--- config.mk ---
export PLATFORM = sky130hd
export DESIGN_NAME = alu_seq_responder
export DESIGN_NICKNAME = d
export VERILOG_FILES = /design/src/rtl/alu_seq_responder.sv
export SDC_FILE = /design/constraint.sdc
export NUM_CORES = 2
export LEC_CHECK = 0
export CELL_PAD_IN_SITES_DETAIL_PLACEMENT = 0
export CELL_PAD_IN_SITES_GLOBAL_PLACEMENT = 2
export CORE_MARGIN = 1
export CORE_UTILIZATION = 34
export DETAILED_ROUTE_END_ITERATION = 12
export PLACE_DENSITY_LB_ADDON = 0.1
export SETUP_SLACK_MARGIN = 0.1
export SLEW_MARGIN = 40
export SYNTH_ARGS = -nofsm -noshare
export SYNTH_HDL_FRONTEND = slang
export SYNTH_SLANG_ARGS = --single-unit
--- constraint.sdc ---
create_clock -name clk -period 5.9 [get_ports clk]
set_clock_uncertainty 0.05 [all_clocks]
set_input_delay 1.18 -clock clk [delete_from_list [all_inputs] [get_ports clk]]
set_output_delay 1.18 -clock clk [all_outputs]
set_load 0.03 [all_outputs]
--- src/rtl/alu_seq_responder.sv ---
// -----------------------------------------------------------------------------
// alu_seq_responder
//
// Sequential ALU that responds to an instruction-word interface. It accepts one
// instruction per in_valid/in_ready handshake and returns a 64-bit result plus
// an error flag over an out_valid/out_ready handshake.
//   add / sub / sl / sr / invalid : result registered at the accept edge
//   mul                           : 32-cycle shift-add on operand magnitudes
//   div                           : 32-cycle restoring division on magnitudes
//
// Ports
//   clk          in   1   rising-edge clock
//   rst_n        in   1   asynchronous active-low reset
//   in_valid     in   1   instruction present on in_opr* inputs
//   in_ready     out  1   instruction can be accepted (state IDLE)
//   in_opr       in   3   0 add, 1 sub, 2 mul, 3 div, 4 sl, 5 sr, 6/7 invalid
//   in_opr_type  in   1   0 signed, 1 unsigned
//   in_opr_a     in   32  operand A
//   in_opr_b     in   32  operand B
//   out_valid    out  1   result/err valid, held until consumed
//   out_ready    in   1   consumer accepts the result
//   out_result   out  64  result word (div: {remainder, quotient})
//   out_err      out  1   invalid opcode or divide by zero
//   busy         out  1   iterative operation in progress (state EXEC)
// -----------------------------------------------------------------------------
module alu_seq_responder (
    input  logic        clk,
    input  logic        rst_n,
    input  logic        in_valid,
    output logic        in_ready,
    input  logic [2:0]  in_opr,
    input  logic        in_opr_type,
    input  logic [31:0] in_opr_a,
    input  logic [31:0] in_opr_b,
    output logic        out_valid,
    input  logic        out_ready,
    output logic [63:0] out_result,
    output logic        out_err,
    output logic        busy
);

    localparam logic [2:0] OP_ADD = 3'd0;
    localparam logic [2:0] OP_SUB = 3'd1;
    localparam logic [2:0] OP_MUL = 3'd2;
    localparam logic [2:0] OP_DIV = 3'd3;
    localparam logic [2:0] OP_SL  = 3'd4;
    localparam logic [2:0] OP_SR  = 3'd5;

    typedef enum logic [1:0] {
        ST_IDLE = 2'd0,
        ST_EXEC = 2'd1,
        ST_DONE = 2'd2
    } state_t;

    // Sign- or zero-extend a 32-bit operand to 64 bits.
    function automatic logic [63:0] ext64(input logic [31:0] x, input logic is_unsigned);
        ext64 = is_unsigned ? {32'd0, x} : {{32{x[31]}}, x};
    endfunction

    // Magnitude of an operand; 0x8000_0000 maps to itself, which is correct
    // when the magnitude is treated as unsigned.
    function automatic logic [31:0] mag32(input logic [31:0] x, input logic is_signed);
        mag32 = (is_signed && x[31]) ? (32'd0 - x) : x;
    endfunction

    state_t      r_state;
    state_t      w_state_nxt;

    logic [4:0]  r_cnt;
    logic        r_is_div;
    logic        r_neg_q;     // negate product / quotient at the end
    logic        r_neg_r;     // negate remainder at the end
    logic        r_dz;        // divide by zero
    logic [31:0] r_a;         // raw operand A, returned as remainder on divide by zero

    // multiply datapath
    logic [63:0] r_acc;
    logic [63:0] r_mcd;
    logic [31:0] r_mpl;

    // divide datapath
    logic [31:0] r_quo;       // dividend bits shift out as quotient bits shift in
    logic [31:0] r_rem;
    logic [31:0] r_dvs;

    logic        r_out_valid;
    logic [63:0] r_out_result;
    logic        r_out_err;

    logic        w_accept;
    logic        w_is_iter;
    logic        w_last;
    logic [63:0] w_ext_a;
    logic [63:0] w_ext_b;
    logic [63:0] w_single_res;
    logic        w_single_err;
    logic [63:0] w_mul_acc_nxt;
    logic [63:0] w_mul_fin;
    logic [32:0] w_div_shift;
    logic        w_div_ge;
    logic [31:0] w_div_rem_nxt;
    logic [31:0] w_div_quo_nxt;
    logic [31:0] w_quo_fin;
    logic [31:0] w_rem_fin;
    logic [63:0] w_div_fin;

    assign in_ready   = (r_state == ST_IDLE);
    assign busy       = (r_state == ST_EXEC);
    assign out_valid  = r_out_valid;
    assign out_result = r_out_result;
    assign out_err    = r_out_err;

    assign w_accept  = in_valid & in_ready;
    assign w_is_iter = (in_opr == OP_MUL) || (in_opr == OP_DIV);
    assign w_last    = (r_cnt == 5'd31);
    assign w_ext_a   = ext64(in_opr_a, in_opr_type);
    assign w_ext_b   = ext64(in_opr_b, in_opr_type);

    // Results of the single-cycle operations, taken straight from the inputs.
    always_comb begin
        w_single_res = 64'd0;
        w_single_err = 1'b0;
        case (in_opr)
            OP_ADD: w_single_res = w_ext_a + w_ext_b;
            OP_SUB: w_single_res = w_ext_a - w_ext_b;
            OP_SL:  w_single_res = w_ext_a << in_opr_b[4:0];
            OP_SR: begin
                if (in_opr_type) begin
                    w_single_res = w_ext_a >> in_opr_b[4:0];
                end else begin
                    w_single_res = $signed(w_ext_a) >>> in_opr_b[4:0];
                end
            end
            OP_MUL, OP_DIV: w_single_res = 64'd0;
            default: begin
                w_single_res = 64'd0;
                w_single_err = 1'b1;
            end
        endcase
    end

    // One shift-add step and one restoring-division step, plus sign fix-up.
    always_comb begin
        w_mul_acc_nxt = r_acc + (r_mpl[0] ? r_mcd : 64'd0);
        w_mul_fin     = r_neg_q ? (64'd0 - w_mul_acc_nxt) : w_mul_acc_nxt;
        // partial remainder is below the divisor, so the shifted value fits 33 bits
        w_div_shift   = {r_rem, r_quo[31]};
        w_div_ge      = (w_div_shift >= {1'b0, r_dvs});
        w_div_rem_nxt = w_div_ge ? (w_div_shift[31:0] - r_dvs) : w_div_shift[31:0];
        w_div_quo_nxt = {r_quo[30:0], w_div_ge};
        w_quo_fin     = r_neg_q ? (32'd0 - w_div_quo_nxt) : w_div_quo_nxt;
        w_rem_fin     = r_neg_r ? (32'd0 - w_div_rem_nxt) : w_div_rem_nxt;
        if (r_dz) begin
            w_div_fin = {r_a, 32'hFFFF_FFFF};
        end else begin
            w_div_fin = {w_rem_fin, w_quo_fin};
        end
    end

    // FSM state register.
    always_ff @(posedge clk or negedge rst_n) begin
        if (!rst_n) begin
            r_state <= ST_IDLE;
        end else begin
            r_state <= w_state_nxt;
        end
    end

    // FSM next-state logic.
    always_comb begin
        w_state_nxt = r_state;
        case (r_state)
            ST_IDLE: begin
                if (w_accept) begin
                    w_state_nxt = w_is_iter ? ST_EXEC : ST_DONE;
                end else begin
                    w_state_nxt = ST_IDLE;
                end
            end
            ST_EXEC: begin
                if (w_last) begin
                    w_state_nxt = ST_DONE;
                end else begin
                    w_state_nxt = ST_EXEC;
                end
            end
            ST_DONE: begin
                if (r_out_valid && out_ready) begin
                    w_state_nxt = ST_IDLE;
                end else begin
                    w_state_nxt = ST_DONE;
                end
            end
            default: w_state_nxt = ST_IDLE;
        endcase
    end

    // Operand capture, iteration datapath and registered result outputs.
    always_ff @(posedge clk or negedge rst_n) begin
        if (!rst_n) begin
            r_cnt        <= 5'd0;
            r_is_div     <= 1'b0;
            r_neg_q      <= 1'b0;
            r_neg_r      <= 1'b0;
            r_dz         <= 1'b0;
            r_a          <= 32'd0;
            r_acc        <= 64'd0;
            r_mcd        <= 64'd0;
            r_mpl        <= 32'd0;
            r_quo        <= 32'd0;
            r_rem        <= 32'd0;
            r_dvs        <= 32'd0;
            r_out_valid  <= 1'b0;
            r_out_result <= 64'd0;
            r_out_err    <= 1'b0;
        end else begin
            case (r_state)
                ST_IDLE: begin
                    if (w_accept) begin
                        r_is_div <= (in_opr == OP_DIV);
                        r_neg_q  <= ~in_opr_type & (in_opr_a[31] ^ in_opr_b[31]);
                        r_neg_r  <= ~in_opr_type & in_opr_a[31];
                        r_dz     <= (in_opr_b == 32'd0);
                        r_a      <= in_opr_a;
                        r_cnt    <= 5'd0;
                        r_acc    <= 64'd0;
                        r_mcd    <= {32'd0, mag32(in_opr_a, ~in_opr_type)};
                        r_mpl    <= mag32(in_opr_b, ~in_opr_type);
                        r_quo    <= mag32(in_opr_a, ~in_opr_type);
                        r_rem    <= 32'd0;
                        r_dvs    <= mag32(in_opr_b, ~in_opr_type);
                        if (!w_is_iter) begin
                            r_out_valid  <= 1'b1;
                            r_out_result <= w_single_res;
                            r_out_err    <= w_single_err;
                        end
                    end
                end
                ST_EXEC: begin
                    r_cnt <= r_cnt + 5'd1;
                    r_acc <= w_mul_acc_nxt;
                    r_mcd <= {r_mcd[62:0], 1'b0};
                    r_mpl <= {1'b0, r_mpl[31:1]};
                    r_quo <= w_div_quo_nxt;
                    r_rem <= w_div_rem_nxt;
                    if (w_last) begin
                        r_out_valid  <= 1'b1;
                        r_out_result <= r_is_div ? w_div_fin : w_mul_fin;
                        r_out_err    <= r_is_div & r_dz;
                    end
                end
                ST_DONE: begin
                    if (out_ready) begin
                        r_out_valid <= 1'b0;
                    end
                end
                default: begin
                    r_out_valid <= 1'b0;
                end
            endcase
        end
    end

endmodule

==> reports/results.txt <==
The worst setup path is of the primary input to flop kind. Most common cell after layout, fill and taps aside: sky130_fd_sc_hd__nand2_1. Minimum clock period after layout: 5.62 ns.

The floorplan step defined a core boundary enclosing 0.104 mm2. Power per cell area: 513 mW/mm2. The tree built by TritonCTS fans out to 365 sinks. The source of the worst register-to-register timing path is r_dvs[28].

The number of iterations in the first detailed-routing pass was 6; the die extent in y was 327 um. Setup repair after global routing could not meet its margin everywhere. Dividing the detail-routed via count by the number of cells gives 5.90. The logs give 0.0422 mm2 for the area after detailed placement and 0 for the antenna violation net count after detailed routing. The root buffer cell is sky130_fd_sc_hd__clkbuf_16.

The mapped netlist covers 0.0359 mm2. The clock reaches the later pin of the worst-skew pair after 0.69 ns. The startpoint identified for the worst hold timing path is r_a[13]. The logs give 0 for the final number of max-transition violations and 0 ns for the sum of negative setup slack. The layout overhead on the synthesized area is 23.1%. After global routing the overflow that remains totals 0. The tools report the critical path arrival as 6.13 ns. In this run the horizontal extent of the chip is 327 um. In this run, placement finished with an instance count of 6504. The worst hold path was traced through 2 stages.

In this run the count of I/O pins placed on the die edge is 140. The tools report the total CTS buffers as 50. The required time of the critical path is 6.42 ns, and the final-report setup violation count is 0. Finished layout cell area: 0.0442 mm2. The sequential cells in the finished layout cover a total of 0.00914 mm2.

The path with the worst hold slack has its endpoint at r_a[13]. In the global route stage, overall resource usage came out at 32.4%. The repair_antennas step left the layout with diodes totalling 0. Along the worst path, the maximum fanout reaches 6.

The first global-routing pass estimated 259 mm of wire. In this run the number of H-tree levels came out at 2. Async set-reset flop share out of synthesis: 100%. On the final layout, the worst hold slack is 0.424 ns.

The longest clock path from root to sink contains 3 buffers. Summing all multi-input logic gate instances after layout gives 0.0255 mm2. The net count after synthesis was 5022. Static timing analysis puts the maximum clock frequency at 178 MHz.

Clock-pin slew was measured on the worst setup and hold paths at 0.06 ns. The number of synthesis warnings is 0. Max-cap violations in this run came to 0.

The initialized floorplan defines 118 standard-cell rows. In the synthesized netlist, the number of instances is 4781. Sequential elements use 25.5% of the synthesized area. The logs give 6605 for the final non-filler cell total and 322 uV for the peak supply drop. The initial utilization of the core area, before any placement, comes to 34.5%. Of the available clock period, the critical path in the final layout requires 95.2%. The run gives 104 as the number of distinct library cells after synthesis.

The tools report the critical path startpoint category as a primary input. The count of flip-flops with a built-in enable after synthesis is 0. The average wire per cell in the routed design is 26.8 um. At the pin with the least slew margin, the transition time is 0.876 ns. Most used flip-flop cell after synthesis: sky130_fd_sc_hd__dfrtp_1. The destination of the worst register-to-register timing path was out_result[56]. Measured in cells, the most critical reg-to-reg path has a length of 23. The worst pin sits at a relative slew slack of 41.4%. For the total of hold buffers inserted after clock tree synthesis, the log shows 0. The run gives 0.107 mm2 as the area of the die.

Leaving out fill and tap cells, the most frequent cells in the layout are 592 x sky130_fd_sc_hd__nand2_1, 552 x sky130_fd_sc_hd__buf_4, 451 x sky130_fd_sc_hd__o21ai_0. The tools report the total DRC errors in the routed layout as 0. For the via count of the first global-routing pass, the log shows 37700.

The DRC violation total after the first TritonRoute iteration came out at 3481. Kind of capture point of the worst setup path: a flop. The number of antenna violations at the first check in global routing was 10; the layout cell share with drive strength beyond 1 was 15.7%. Number of hold violations in the final report: 0. TritonCTS built the clock tree. The total of buffers placed on input and output ports works out to 139.

In this run the mean area of a mapped cell was 7.50 um2. The run gives 39000 as the total via count in the routed design. Across all register-to-register paths, the minimum setup slack is 0.33 ns. The congestion estimate from routability-driven global placement came to 0.936. The logs give 139 mm for the HPWL after detailed placement and 143 for the maximum number of pins on one net before global-route repair. The final net count came out at 5432. The run gives 10900 as the number of filler cells placed in the layout. The total length of routed wires was 177 mm. Path type of the worst min-delay path: flop to flop. The run finished with clean final reports. In this run, synthesis produced a sequential element count of 365. The tools report the leakage dissipation as 19.2 nW.
[synth_stat cells (29+ instances only)]
cell                       instances  area, um2
sky130_fd_sc_hd__nand2_1         597       2240
sky130_fd_sc_hd__o21ai_0         466       2330
sky130_fd_sc_hd__nor2_1          429       1610
sky130_fd_sc_hd__a21oi_1         416       2080
sky130_fd_sc_hd__dfrtp_1         365       9130
sky130_fd_sc_hd__clkbuf_1        291       1090
sky130_fd_sc_hd__xnor2_1         184       1610
sky130_fd_sc_hd__nand3_1         173        866
sky130_fd_sc_hd__ha_1            166       2080
sky130_fd_sc_hd__mux2i_1         131       1310
sky130_fd_sc_hd__xor2_1          114        998
sky130_fd_sc_hd__a21o_1          102        766
sky130_fd_sc_hd__inv_1            93        349
sky130_fd_sc_hd__and2_1           92        576
sky130_fd_sc_hd__nor3_1           82        410
sky130_fd_sc_hd__o22ai_1          72        450
sky130_fd_sc_hd__or3_1            62        388
sky130_fd_sc_hd__nand4_1          59        369
sky130_fd_sc_hd__nand2b_1         57        357
sky130_fd_sc_hd__a211oi_1         53        398
sky130_fd_sc_hd__a31oi_1          52        325
sky130_fd_sc_hd__o211ai_1         45        338
sky130_fd_sc_hd__o221ai_1         43        377
sky130_fd_sc_hd__and3_1           42        263
sky130_fd_sc_hd__o31ai_1          42        315
sky130_fd_sc_hd__a221o_1          40        400
sky130_fd_sc_hd__buf_1            30        113
sky130_fd_sc_hd__o21a_1           29        218
[critical path, stage by stage]
cell and delay [ns]:
sky130_fd_sc_hd__buf_2 0.14, sky130_fd_sc_hd__or4_4 0.56, sky130_fd_sc_hd__nor4_4 0.30, sky130_fd_sc_hd__and4_4 0.29, sky130_fd_sc_hd__nand2b_1 0.08, sky130_fd_sc_hd__or4_4 0.42, sky130_fd_sc_hd__or3_4 0.41, sky130_fd_sc_hd__buf_6 0.15
sky130_fd_sc_hd__o21ai_2 0.10, sky130_fd_sc_hd__ha_1 0.19, sky130_fd_sc_hd__nand2_1 0.11, sky130_fd_sc_hd__or4_1 0.52, sky130_fd_sc_hd__o31a_1 0.34, sky130_fd_sc_hd__o31ai_2 0.25, sky130_fd_sc_hd__buf_4 0.17, sky130_fd_sc_hd__a21oi_2 0.08
sky130_fd_sc_hd__o41ai_2 0.35, sky130_fd_sc_hd__xnor2_1 0.16, sky130_fd_sc_hd__nor2_1 0.06, sky130_fd_sc_hd__a211oi_2 0.17, sky130_fd_sc_hd__o21ai_1 0.10
[final cells by class]
class	count	share of cell area (%)
multi-input combinational	3974	57.8
sequential	365	20.7
timing repair buffer	705	13.2
tap	1380	3.91
clock buffer	67	3.11
inverter	95	0.825
clock inverter	19	0.448
[where the power goes]
| part | switching, mW | internal (mW) |
|---|---|---|
| Sequential | 1.18 | 3.48 |
| Combinational | 9.28 | 5.65 |
| Clock | 1.37 | 1.69 |
[per-layer routing]
| layer | vias to the layer above | track usage, % | part of all wire [%] |
|---|---|---|---|
| met5 | - | 0 | 0 |
| met4 | 0 | 12.9 | 4.3 |
| met3 | 246 | 3.06 | 4.8 |
| met2 | 1228 | 52.5 | 46 |
| met1 | 19200 | 44.2 | 45 |
| li1 | 18400 | - | - |
[kinds of logic (layout without fill, tap and decap cells)]
group                    Yosys count  count (layout)  share of synthesized area (%)
AO/OA/AOI/OAI                   1614            1614                           28.5
adder cells (fa/ha/maj)          169             169                           5.96
buffers and inverters            442             886                           4.73
XOR/XNOR                         298             298                           7.27
flip-flops                       365             365                           25.5
AND/OR/NAND/NOR                 1734            1734                           22.9
multiplexers                     159             159                           5.16
[how the worst max path moves through the flow]
stage                 startpoint             end  cells past startpoint
floorplan            in_opr_b[0]  out_result[53]                     28
global placement    in_opr_b[16]  out_result[63]                     25
detailed placement  in_opr_b[16]  out_result[63]                     25
CTS                 in_opr_b[12]  out_result[60]                     21
global route         in_opr_b[0]  out_result[62]                     22
finish               in_opr_b[0]  out_result[60]                     21
[registers in the layout, indices dropped and copies added, names as in the netlist]
name	count
r_state	2
r_a	32
r_neg_q	1
r_cnt	5
r_mpl	32
out_err	1
out_result	64
out_valid	1
r_is_div	1
r_quo	32
r_dz	1
r_acc	64
r_mcd	64
r_dvs	32
r_rem	32
r_neg_r	1
[through the flow]
stage               total power [mW]  setup WS (ns)  util [%]
floorplan                       13.0         -0.172         -
global route                    24.0         0.0518      42.4
global placement                19.3         -0.731      40.5
CTS                             22.5          0.100      42.2
finish                          22.6          0.282      42.4
detailed placement              19.2         -0.764      40.5
[what timing repair did]
item	4_1_cts	5_1_grt
setup endpoints to repair	13	29
resized for setup	17	54
pin swaps	17	18
setup buffers	8	6
Power figures use the tool's default switching activity.
